--- src/rtl/mul_seq.sv ---
// mul_seq: radix-2 shift-add multiplier with valid/ready handshakes.
// Produces the low W bits of i_a * i_b after a fixed W-cycle iteration.
module mul_seq #(
    parameter int W      = 64,
    parameter bit SIGNED = 1'b1
) (
    input  logic         i_clk,
    input  logic         i_rst,
    input  logic         i_valid,
    output logic         o_ready,
    input  logic [W-1:0] i_a,
    input  logic [W-1:0] i_b,
    output logic         o_valid,
    input  logic         i_ready,
    output logic [W-1:0] o_p
);

    localparam int  CW        = $clog2(W);
    localparam bit  W_OK      = (W == 8) || (W == 16) || (W == 32) || (W == 64);
    // Low product bits are sign-agnostic; SIGNED is only sanity-checked here.
    localparam bit  SIGNED_OK = (SIGNED == 1'b0) || (SIGNED == 1'b1);

    if (!W_OK || !SIGNED_OK) begin : g_bad_param
        $error("mul_seq: unsupported parameter set");
    end

    typedef enum logic [1:0] {
        IDLE,
        BUSY,
        DONE
    } state_t;

    state_t        state;
    logic [W-1:0]  mc;
    logic [W-1:0]  mp;
    logic [W-1:0]  acc;
    logic [W-1:0]  acc_add;
    logic [CW-1:0] cnt;

    always_comb begin
        acc_add = acc;
        if (mp[0]) begin
            acc_add = acc + mc;
        end
    end

    always_ff @(posedge i_clk) begin
        if (i_rst) begin
            state   <= IDLE;
            o_ready <= 1'b1;
            o_valid <= 1'b0;
            o_p     <= '0;
            mc      <= '0;
            mp      <= '0;
            acc     <= '0;
            cnt     <= '0;
        end else begin
            unique case (state)
                IDLE: begin
                    if (i_valid && o_ready) begin
                        mc      <= i_a;
                        mp      <= i_b;
                        acc     <= '0;
                        cnt     <= CW'(W - 1);
                        o_ready <= 1'b0;
                        state   <= BUSY;
                    end
                end
                BUSY: begin
                    acc <= acc_add;
                    mc  <= mc << 1;
                    mp  <= mp >> 1;
                    // Final iteration: publish the sum including this step.
                    if (cnt == '0) begin
                        o_p     <= acc_add;
                        o_valid <= 1'b1;
                        state   <= DONE;
                    end else begin
                        cnt <= cnt - CW'(1);
                    end
                end
                DONE: begin
                    if (i_ready) begin
                        o_valid <= 1'b0;
                        o_ready <= 1'b1;
                        state   <= IDLE;
                    end
                end
                default: begin
                    o_valid <= 1'b0;
                    o_ready <= 1'b1;
                    state   <= IDLE;
                end
            endcase
        end
    end

endmodule

--- config.mk ---
export PLATFORM = sky130hd
export DESIGN_NAME = mul_seq
export DESIGN_NICKNAME = d
export VERILOG_FILES = /design/src/rtl/mul_seq.sv
export SDC_FILE = /design/constraint.sdc
export NUM_CORES = 1
export LEC_CHECK = 0
export CAP_MARGIN = 30
export CORE_UTILIZATION = 50
export DETAILED_ROUTE_END_ITERATION = 10
export DONT_BUFFER_PORTS = 1
export GPL_ROUTABILITY_DRIVEN = 0
export HOLD_SLACK_MARGIN = 0.1
export SLEW_MARGIN = 5
export SYNTH_ARGS = -nofsm -noshare
export SYNTH_HDL_FRONTEND = slang
export SYNTH_SLANG_ARGS = --single-unit
--- constraint.sdc ---
create_clock -name i_clk -period 3.7 [get_ports i_clk]
set_clock_uncertainty 0.2 [all_clocks]
set_input_delay 0.555 -clock i_clk [delete_from_list [all_inputs] [get_ports i_clk]]
set_output_delay 0.555 -clock i_clk [all_outputs]
set_load 0.01 [all_outputs]
* Yosys cells after proc, flatten, opt, wreduce, memory -nomap -nowiden
Index checks and enable logic that the tools add are counted.
Word-level totals: register bits after elaboration 266, bits in latches 0, RAM bits 0, memory bits (read-only) 0, bits of input ports 132, output and inout port bits 66, memories kept 0
Operators by class: add/subtract/negate cells 2, $mul 0, divide/modulo/power cells 0, magnitude comparators 0, eq/ne operators 6, shift operators 0, multiplexer cells 20, bitwise gates (word level) 2, reduce and logical (&&, ||, !) cells 10
Operator list (count):
- 64-bit case mux with 2 select lines | 3
- 64-bit 2-to-1 mux | 4
- 64-bit adder | 1
- 6-bit 2-to-1 mux | 2
- 6-bit case mux with 2 select lines | 1
- 3-bit AND reduction | 4
- 2-bit != test (second input constant) | 4
- 6-bit zero test | 1
- 2-bit 2-to-1 mux | 3
- 1-bit case mux with 3 select lines | 2
- 2-bit case mux with 3 select lines | 1
- 6-bit by 1-bit subtractor with 6-bit output (second input constant) | 1
- 1-bit 2-to-1 mux | 4
- 2-bit AND reduction | 2
- 2-bit by 1-bit == test with 1-bit output (second input constant) | 1
- 2-bit == test (second input constant) | 1
- 2-bit zero test | 1
- 1-bit NOT | 2
- 2-bit nonzero test | 1
- 1-bit logical AND | 1

* Depth between registers and ports, before layout
depth after elaboration 3, mapped depth 13, mapped depth without buffers 13

* Worst setup path after synthesis
OpenSTA, ideal clock, no wires.
path kind register -> register, start reg mc[34], end reg acc[58], data arrival time 2.901 ns, setup slack 0.482 ns, stages on the path, launching flop included 12, path buffers 1, clock period less this slack 3.218 ns, cell sequence dfxtp_1 -> ha_1 -> clkbuf_2 -> nand4_2 -> or4_1 -> or4_1 -> a31oi_1 -> o31ai_1 -> o31ai_2 -> a41oi_1 -> xnor2_1 -> a22o_1
Between the ends: cells in the longest elaborated chain, start to end 3
Ends and longest elaborated chain:
- start, declared | line 34 | logic [W-1:0] mc;
- start signal, assigned | line 61 | mc <= i_a;
- start signal, assigned | line 71 | mc <= mc << 1;
- 64-bit adder | line 43 | acc_add = acc + mc;
- 64-bit 2-to-1 mux | line 42 | if (mp[0]) begin
- 64-bit case mux with 2 select lines | line 58 | unique case (state)
- end signal, assigned | line 55 | acc <= '0;
- end signal, assigned | line 63 | acc <= '0;
- end signal, assigned | line 70 | acc <= acc_add;
- end, declared | line 36 | logic [W-1:0] acc;
No other way between the ends. A chain may end at the register's enable or synchronous reset.

* Worst setup path in the final report
start reg acc[0], end reg acc[38]
Between the ends: cells in the longest elaborated chain, start to end 3
Ends and longest elaborated chain (line):
- 64-bit adder | 43
- 64-bit 2-to-1 mux | 42
- 64-bit case mux with 2 select lines | 58
No other way between the ends.

==> metrics.yaml <==
run_status:
  status: "finished clean"
cts:
  cts_buffer_depth: 3
  cts.reportedPaths.clkPinSlew_ps: 60
  cts_sinks: 266
  cts_root_buffer: "clkbuf_16"
  htree_levels: 1
  worstSkewPairLatency_ps: 570
  numCtsBuffers: 29
  cts_tree: "done"
global_routing:
  antenna_found_initial: 1
  grt_max_degree: 91
  grtUsageTotal_pct: 28.9
  grt_first_pass_wirelength_mm: 67.2
  overflow: 0
  grt_pass1_vias: 12911
critical_path:
  reg2reg_slack_ps: 160
  critPathRequiredTime_ps: 4000
  reg2reg_to: "acc[38]$_SDFFE_PP0P_"
  cp-end-kind: "flop"
  crit_start: "acc[0]$_SDFFE_PP0P_"
  startpoint_type: "flop"
  r2r-start: "acc[0]$_SDFFE_PP0P_"
  crit_end: "acc[38]$_SDFFE_PP0P_"
  worst-setup-path-type: "reg2reg"
  r2r_cells: 15
  crit_arrival_ps: 3840
  crit_fanout: 4
cells_and_area:
  nFillCells: 2523
  stdcell_count: 2288
  finish.net_count: 2096
  final_common_cell: "nor2_1"
  drive_gt1_share_pct: 5.90
  mostFrequentLayoutCells: "nor2_1, dfxtp_1, o21ai_0"
  syn_to_final_growth_pct: 18.6
die:
  io_pins: 198
  die_area_um2: 28600
  rows: 60
  dieWidth_um: 169
  core_area_um2: 27200
  die_h_um: 169
  initial_utilization_pct: 51.4
synthesis:
  synth_compound_gate_area_share_pct: 23.5
  synth_mux_area_share_pct: 2.10
  synth_simple_gate_area_share_pct: 22.2
  syn-num-nets: 2032
  synthArstFlopShare_pct: 0
  synth_top_family_by_area: "compound AO/OA/AOI/OAI gates"
  synth_area_um2: 14000
  ys.flop_type: "dfxtp_1"
  yosysSeqAreaShare_pct: 38.1
  synth_xor_area_share_pct: 3.83
  syn_area_per_cell_um2: 7.61
  synth_fa_ha_area_share_pct: 5.97
  synth_edf_count: 0
  ys_warn_count: 0
  ys_types: 67
  synth-seq-cells: 266
  syn_inst: 1834
routing:
  routed_via_density: 5.86
  postRouteAntennaNets: 0
  drt_iter0_markers: 804
  drc_errors: 0
  drt_pass1_iterations: 5
  wire_per_inst_um: 18.3
  num_vias: 13414
  routed_wirelength_mm: 41.8
timing:
  timing.final.crit_share_pct: 95.7
  setup_tns_ps: 0
  fin_crit_ps: 3540
  finalHoldViolCount: 0
  grt_setup_unrepaired: "no"
  timing.fmax_mhz: 282
  setup_viol: 0
  slew_headroom_pct: 45.8
  finalMaxSlewViolations: 0
  tightest_slew_ps: 812
placed_design:
  io_buffers: 0
  placed_cells: 2105
  dp_hpwl_mm: 28.0
power:
  ir_drop_mv: 0.462
  leakage_uw: 0.00662
  power_density_nw_per_um2: 493
  total_power_uw: 8160
hold_path:
  worstHoldPathType: "in2reg"
run:
  drv_cap: 0
-- cells in the mapped netlist, drive strengths merged (16+ instances only) --
cell | count | area, µm²
ha | 65 | 813
mux2i | 27 | 270
clkbuf | 115 | 434
a22oi | 21 | 158
xor2 | 25 | 219
a21o | 32 | 240
o21ai | 204 | 1020
nor3 | 147 | 736
xnor2 | 36 | 315
inv | 22 | 82.6
dfxtp | 266 | 5330
buf | 17 | 71.3
nand2 | 91 | 342
nand4 | 20 | 131
a22o | 16 | 140
a21oi | 145 | 726
a211oi | 37 | 278
nor2 | 387 | 1450
-- state kept, by name, summed over array words and instances (netlist names) --
name / flops
acc: 64
cnt: 6
mc: 64
mp: 64
o_p: 64
o_ready: 1
o_valid: 1
state: 2
-- worst min path at each step --
stage                                     from                    to  slack [ps]  cells past startpoint
final                                    i_rst   acc[5]$_SDFFE_PP0P_         200                      2
after global routing                     i_rst   acc[5]$_SDFFE_PP0P_         220                      2
after CTS                                i_rst  acc[11]$_SDFFE_PP0P_         180                      2
after detailed placement    mp[0]$_SDFFE_PP0P_    mp[0]$_SDFFE_PP0P_         250                      2
after global placement      mp[0]$_SDFFE_PP0P_    mp[0]$_SDFFE_PP0P_         240                      2
after floorplan           acc[62]$_SDFFE_PP0P_  acc[62]$_SDFFE_PP0P_         240                      2
-- critical path, cell delays in order (launching register included) --
cell,delay [ps]
dfxtp_1,350
ha_2,210
inv_1,60
fa_1,400
nor2b_2,170
o31a_1,240
o31ai_2,100
buf_4,180
a31oi_4,150
a41o_1,220
buf_4,160
a31oi_2,140
o21ba_2,250
o21bai_1,160
xor2_1,310
a22o_1,180
-- logic make-up after synthesis --
logic type / Yosys count
AND/OR/NAND/NOR: 714
AO/OA/AOI/OAI: 543
flip-flops: 266
buffers and inverters: 155
adder cells (fa/ha/maj): 66
XOR/XNOR: 61
multiplexers: 29
-- report_power, final --
| group | internal (µW) | switching, µW | total, µW |
|---|---|---|---|
| combinational | 671 | 1170 | 1840 |
| sequential | 3200 | 275 | 3470 |
| clock | 1650 | 1200 | 2850 |
-- per-layer routing --
layer | part of all wire, % | vias up | track usage [%]
met5 | 0 | - | 0
met1 | 45 | 6306 | 37.5
met4 | 3.3 | 0 | 10.7
met3 | 5.9 | 78 | 5.07
li1 | - | 6603 | -
met2 | 45 | 427 | 48.0
-- through the flow --
stage / hold slack, ps / instance area (µm²) / util, % / setup WS [ps]
after floorplan: 240 / 14000 / - / 482
after global placement: 242 / 14200 / 52.3 / 75.3
after detailed placement: 248 / 14200 / 52.3 / 64.3
after CTS: 180 / 16500 / 60.7 / 29.0
after global routing: 218 / 16600 / 61.0 / 1.73
final: 199 / 16600 / 61.0 / 158
-- final cells by class --
cell class	count	area (µm²)	share of cell area [%]
clock buffers	39	803	4.85
flip-flops and latches	266	5330	32.2
inverters	23	88.8	0.536
repair buffers	165	1620	9.80
diodes	1	2.50	0.0151
clock inverters	9	118	0.710
multi-input cells	1413	8140	49.1
well taps	372	465	2.81
-- timing repair --
item	in CTS	in global routing
endpoints found under the setup margin	0	18
hold buffers	132	0
setup buffers	0	2
endpoints found under the hold margin	215	0
gates resized for setup	0	18
No activity file was read; power rests on OpenSTA's default activity.
